File: src/rtl/grid_scan_painter.sv
// grid_scan_painter: walks the board one cell per DWELL clocks and
// drives position/colour for the grid renderer.
module grid_scan_painter #(
  parameter int GRID_DIM = 3,
  parameter int DWELL = 1000,
  parameter int COLOR_W = 9,
  parameter logic [COLOR_W-1:0] COLOR_ON = 9'b000_111_000,
  parameter logic [COLOR_W-1:0] COLOR_OFF = 9'b111_111_111,
  parameter logic [COLOR_W-1:0] COLOR_BAD = 9'b111_000_000,
  localparam int CELLS = GRID_DIM * GRID_DIM,
  localparam int CW = $clog2(GRID_DIM + 1),
  localparam int MW = $clog2(CELLS + 1)
) (
  input  logic               CLOCK_50,
  input  logic               reset,
  input  logic               start,
  input  logic [1:0]         mode,
  input  logic               loop,
  input  logic               stop,
  input  logic [CELLS-1:0]   board,
  output logic               busy,
  output logic               done,
  output logic               paint_valid,
  output logic [2*CW-1:0]    position,
  output logic [COLOR_W-1:0] color,
  output logic [CELLS-1:0]   snapshot,
  output logic [MW-1:0]      mismatch_count
);

  localparam int KW = (CELLS > 1) ? $clog2(CELLS) : 1;
  localparam int DCW = (DWELL > 1) ? $clog2(DWELL) : 1;
  localparam logic [CW-1:0] DIM = CW'(GRID_DIM);
  localparam logic [2*CW-1:0] POS0 = {DIM, DIM};

  localparam logic [1:0] M_CLEAR = 2'b00;
  localparam logic [1:0] M_SHOW = 2'b01;
  localparam logic [1:0] M_EVAL = 2'b10;
  localparam logic [1:0] M_LIVE = 2'b11;

  typedef enum logic {IDLE, SCAN} state_t;

  state_t state_q, state_d;
  logic [1:0] mode_q;
  logic loop_q;
  logic [KW-1:0] cell_q;
  logic [CW-1:0] row_q, col_q;
  logic [DCW-1:0] dwell_q;
  logic load, halt, paint, last;
  logic bit_b, bit_s, bad;
  logic [COLOR_W-1:0] color_d;
  logic [MW-1:0] mm_base, mm_d;

  assign busy = (state_q == SCAN);
  assign last = (cell_q == KW'(CELLS - 1));
  assign bit_b = board[cell_q];
  assign bit_s = snapshot[cell_q];

  // State register
  always_ff @(posedge CLOCK_50 or negedge reset) begin
    if (!reset) state_q <= IDLE;
    else state_q <= state_d;
  end

  // Next state and strobes: start beats stop, stop beats paint
  always_comb begin
    state_d = state_q;
    load = 1'b0;
    halt = 1'b0;
    paint = 1'b0;
    if (start) begin
      load = 1'b1;
      state_d = SCAN;
    end else if (state_q == SCAN) begin
      if (stop) begin
        halt = 1'b1;
        state_d = IDLE;
      end else if (dwell_q == DCW'(DWELL - 1)) begin
        paint = 1'b1;
        if (last && !loop_q) state_d = IDLE;
      end
    end
  end

  // Colour of the current cell and the running mismatch tally
  always_comb begin
    color_d = COLOR_OFF;
    bad = 1'b0;
    unique case (mode_q)
      M_CLEAR: color_d = COLOR_OFF;
      M_SHOW: color_d = bit_s ? COLOR_ON : COLOR_OFF;
      M_LIVE: color_d = bit_b ? COLOR_ON : COLOR_OFF;
      M_EVAL: begin
        if (bit_b && bit_s) begin
          color_d = COLOR_ON;
        end else if (bit_b ^ bit_s) begin
          color_d = COLOR_BAD;
          bad = 1'b1;
        end
      end
    endcase
    mm_base = (cell_q == '0) ? '0 : mismatch_count;
    mm_d = mm_base;
    if (bad && mm_base != MW'(CELLS)) mm_d = mm_base + MW'(1);
  end

  // Scan datapath: dwell timer, cell walk and registered paint outputs
  always_ff @(posedge CLOCK_50 or negedge reset) begin
    if (!reset) begin
      mode_q <= M_CLEAR;
      loop_q <= 1'b0;
      cell_q <= '0;
      row_q <= '0;
      col_q <= '0;
      dwell_q <= '0;
      done <= 1'b0;
      paint_valid <= 1'b0;
      position <= POS0;
      color <= COLOR_OFF;
      snapshot <= '0;
      mismatch_count <= '0;
    end else begin
      paint_valid <= paint;
      done <= paint && last;
      if (load) begin
        mode_q <= mode;
        loop_q <= loop;
        cell_q <= '0;
        row_q <= '0;
        col_q <= '0;
        dwell_q <= '0;
        mismatch_count <= '0;
        if (mode == M_SHOW) snapshot <= board;
      end else if (busy && !halt) begin
        if (paint) begin
          dwell_q <= '0;
          position <= {DIM - row_q, DIM - col_q};
          color <= color_d;
          mismatch_count <= mm_d;
          if (last) begin
            cell_q <= '0;
            row_q <= '0;
            col_q <= '0;
          end else begin
            cell_q <= cell_q + KW'(1);
            if (col_q == CW'(GRID_DIM - 1)) begin
              col_q <= '0;
              row_q <= row_q + CW'(1);
            end else begin
              col_q <= col_q + CW'(1);
            end
          end
        end else begin
          dwell_q <= dwell_q + DCW'(1);
        end
      end
    end
  end

endmodule

File: config.mk
export PLATFORM = sky130hd
export DESIGN_NAME = grid_scan_painter
export DESIGN_NICKNAME = d
export VERILOG_FILES = /design/src/rtl/grid_scan_painter.sv
export SDC_FILE = /design/constraint.sdc
export NUM_CORES = 1
export LEC_CHECK = 0
export ABC_AREA = 1
export BUFFER_PORTS_ARGS = -buffer_cell sky130_fd_sc_hd__buf_4
export CORE_MARGIN = 4
export CORE_UTILIZATION = 50
export CTS_BUF_LIST = sky130_fd_sc_hd__clkbuf_16
export DETAILED_ROUTE_END_ITERATION = 8
export HOLD_SLACK_MARGIN = 0.03
export PLACE_DENSITY = 0.8
export SYNTH_ARGS = -nofsm -noshare
export SYNTH_HDL_FRONTEND = slang
export SYNTH_SLANG_ARGS = --single-unit
File: constraint.sdc
create_clock -name CLOCK_50 -period 2.2 [get_ports CLOCK_50]
set_input_delay 0 -clock CLOCK_50 [delete_from_list [all_inputs] [get_ports CLOCK_50]]
set_output_delay 0 -clock CLOCK_50 [all_outputs]
set_load 0.01 [all_outputs]
==> impl_metrics.csv <==
group,metric,value,unit
sta,timing.final.hold_violations,0,
logic_synthesis,yosys.cell_types.count,33,
place,dp.cells,410,
cts,maximum_clock_insertion_buffer_count,2,
place,place_hpwl,3790,um
cts,cts_made_buffers,5,
layout,layout.cells.most_common_list,"sky130_fd_sc_hd__nand2_1 (58), sky130_fd_sc_hd__buf_4 (50), sky130_fd_sc_hd__inv_1 (40), sky130_fd_sc_hd__dfrtp_1 (35), sky130_fd_sc_hd__nand3_1 (27)",
global_route,grt_antenna_before_repair,0,
power_and_ir_drop,static_leakage,0.00161,uW
global_route,grt_first_pass_wirelength,9580,um
worst_setup_path,crit_path_max_fanout,8,
power_and_ir_drop,power_report.internal_total,1450,uW
floorplan,io_pins,45,
layout,final_nets,393,
floorplan,chipHeight,78.0,um
sta,final_min_period_over_clock_period,100,%
worst_setup_path,cp_slowest_stage_delay,0.47,ns
routing,routed_wire_length_per_instance,13.8,um
place,buffer_ports.inserted,44,
power_and_ir_drop,power_frac_clock,36.5,%
power_and_ir_drop,post-layout-total-power,2020,uW
worst_setup_path,criticalPathCategory,"flop to flop",
logic_synthesis,postSynthRegisterBits,44,
global_route,grt_start_max_net_pins,45,
cts,clock_sink_count,44,
routing,remaining_drc_errors,0,
cts,cts_tree,"done",
layout,area_growth,33.2,%
status,failed_checks,"negative setup slack",
worst_setup_path,reg2regPathDepth,15,
layout,fillCellCount,361,
sta,finalClockSkew,0.00675,ns
layout,antenna_diode_count,0,
floorplan,die_width,78.0,um
layout,ff_latch_area,0.00111,mm^2
min_path,timing.hold.worst_path_depth,3,
floorplan,die-area,0.00608,mm^2
power_and_ir_drop,p_sw_share,28.3,%
global_route,grt.overflow.total,0,
worst_setup_path,crit_path_start_kind,"flop",
worst_setup_path,critical_path.slowest_cell,"sky130_fd_sc_hd__dfrtp_2",
logic_synthesis,async_flop_share,100,%
worst_setup_path,cpMostUsedCell,"sky130_fd_sc_hd__nand3_1",
sta,finalWorstSetupSlack,-0.00476,ns
min_path,hold_path_class,"input port to flop",
routing,vias_per_cell,5.08,
power_and_ir_drop,power.density_cell_area,620,mW/mm^2
sta,max_clock_freq,0.454,GHz
logic_synthesis,synth_warnings,0,
logic_synthesis,synth_fp_nets,329,
power_and_ir_drop,ir_drop,0.379,mV
cts,cts-root-buf,"sky130_fd_sc_hd__clkbuf_16",
sta,finalSetupViolations,1,
worst_setup_path,critPathCaptureType,"flop",
global_route,grt_usage,19.5,%
sta,least_margin_pin_slew,0.649,ns
floorplan,floorplan.rows,25,
logic_synthesis,syn_avg_cell_area,8.01,um^2
logic_synthesis,post_synth_instance_area,0.00245,mm^2
logic_synthesis,synth_edf_count,0,
logic_synthesis,synthCells,306,
layout,area_taken_by_multi_input_logic_gates,0.00116,mm^2
cts,worstSkewPairLatency,0.29,ns
layout,fin_cells,438,
sta,slew_viol_final,0,
place,gpl.final_weighted_congestion,0.948,
layout,finish.utilization,69.1,%
place,post-place-ws,-0.0551,ns
power_and_ir_drop,combPwrFrac,18.8,%
power_and_ir_drop,netSwitchingPower,572,uW
cts,htree_levels,2,
floorplan,fp.coreArea,0.00472,mm^2
worst_setup_path,cp.arrival,2.37,ns
cts,worst_setup_hold_path_clk_slew,0.06,ns
layout,layout.cells.most_common,"sky130_fd_sc_hd__nand2_1",
layout,final_layout_size_suffix_gt1_share,30.2,%
routing,ant_nets,0,
worst_setup_path,crit_path_cell_trace,"buf_6 -> nand2_1 -> nand3_1 -> nand3_1 -> nand3_2 -> nand2_2 -> inv_2 -> ha_4 -> nand2_2 -> nor2_4 -> nand2_4 -> inv_2 -> nand4_1 -> nand3_1 -> o21ai_1",
routing,dr_total_vias,2227,
routing,routed_wl,6030,um
sta,hold_slack,0.0484,ns
routing,drt-initial-drc-count,196,
logic_synthesis,synth.yosys.seq_area_share,45.3,%
global_route,grt_pass1_vias,2154,
status,run_status,"finished with violations",
sta,period_minus_slack,2.20,ns
routing,dr.pass1.iters,4,
logic_synthesis,synth-main-ff-cell,"sky130_fd_sc_hd__dfrtp_1",
run,cap_violations,0,
sta,slew_headroom,56.7,%
worst_setup_path,timing.critical_path.required,2.37,ns
floorplan,initial_core_util,51.9,%
power_and_ir_drop,sequentialPowerShare,44.8,%
-- logic make-up after synthesis --
group / Yosys count / share of synthesized area [%]
adders and majority gates: 7 / 3.57
and+or+nand+nor: 148 / 27.6
AOI/OAI and AO/OA: 40 / 9.65
muxes: 3 / 1.43
xor gates and xnor gates: 4 / 1.43
DFF: 44 / 45.3
buffers and inverters: 60 / 11.0
-- through the flow --
| step | setup TNS, ns | area, um^2 |
|---|---|---|
| 2_1_floorplan | 0 | 2450 |
| 3_3_place_gp | 0 | 2820 |
| 3_5_place_dp | -0.0740 | 2820 |
| 4_1_cts | 0 | 3160 |
| 5_1_grt | -0.165 | 3260 |
| 6_report | -0.00476 | 3260 |
-- metal layers --
layer | track usage (%) | share of wire (%) | up-vias
met4 | 6.82 | 2.4 | 0
met1 | 24.3 | 43 | 1051
met2 | 33.1 | 50 | 62
li1 | - | - | 1100
met3 | 4.64 | 4.4 | 14
met5 | 0 | 0 | -
-- power by group through the flow --
stage                     clock (uW)  sequential [uW]  combinational (uW)
after floorplan                    0              917                 161
after global placement             0              910                 283
after detailed placement           0              912                 290
after CTS                        747              899                 322
after global routing             779              913                 419
final                            738              907                 380
-- state kept, by name, summed over array words and instances, names as in the netlist --
| register | cells |
|---|---|
| loop_q | 1 |
| row_q | 2 |
| busy | 1 |
| position | 4 |
| done | 1 |
| dwell_q | 10 |
| snapshot | 9 |
| color | 3 |
| mismatch_count | 4 |
| mode_q | 2 |
| col_q | 2 |
| cell_q | 4 |
| paint_valid | 1 |
-- what timing repair did --
action / 4_1_cts / 5_1_grt
gates resized for setup: 3 / 27
buffers inserted: 0 / 2
hold buffers: 18 / 0
endpoints found under the setup margin: 2 / 4
endpoints found under the hold margin: 52 / 0
pin swaps: 0 / 13
-- synth_stat cells (all sizes together) (2+ instances only) --
library cell / instances / area [um^2]
buf: 12 / 83.8
o21ai: 30 / 180
nand2: 69 / 269
dfstp: 7 / 184
nor2: 30 / 133
mux2i: 2 / 20.0
a21oi: 7 / 35.0
nand4: 3 / 18.8
nand3: 35 / 193
xnor2: 2 / 17.5
inv: 47 / 176
dfrtp: 37 / 926
nor3: 5 / 25.0
xor2: 2 / 17.5
nor4: 2 / 12.5
ha: 7 / 87.6
or2: 3 / 18.8
-- worst paths after layout --
path	endpoint	startpoint	slack, ns
worst min register to register	position[1]	col_q[1]	0.47
min in group asynchronous	snapshot[1]	reset	0.25
worst max-delay path	mismatch_count[2]	cell_q[0]	-0.005
worst min-delay path	loop_q	start	0.05
max in group asynchronous	cell_q[1]	reset	1.55
worst max register to register	mismatch_count[2]	cell_q[0]	-0.005
-- final cells by class --
| cell class | instances | area share [%] |
|---|---|---|
| multi-input cells | 202 | 35.6 |
| repair buffers | 69 | 17.4 |
| well taps | 67 | 2.57 |
| inverters | 48 | 5.83 |
| clock buffers | 5 | 3.83 |
| flip-flops and latches | 44 | 34.1 |
| clock inverters | 3 | 0.729 |
-- worst max-delay path: cells and delay by family, from the launching register on --
| family | cells | cell delay [ns] |
|---|---|---|
| adder cells (fa/ha/maj) | 1 | 0.27 |
| flip-flops | 1 | 0.47 |
| AND/OR/NAND/NOR | 10 | 0.99 |
| AO/OA/AOI/OAI | 1 | 0.06 |
| buffers and inverters | 3 | 0.30 |
No activity file was read; power rests on OpenSTA's default activity.
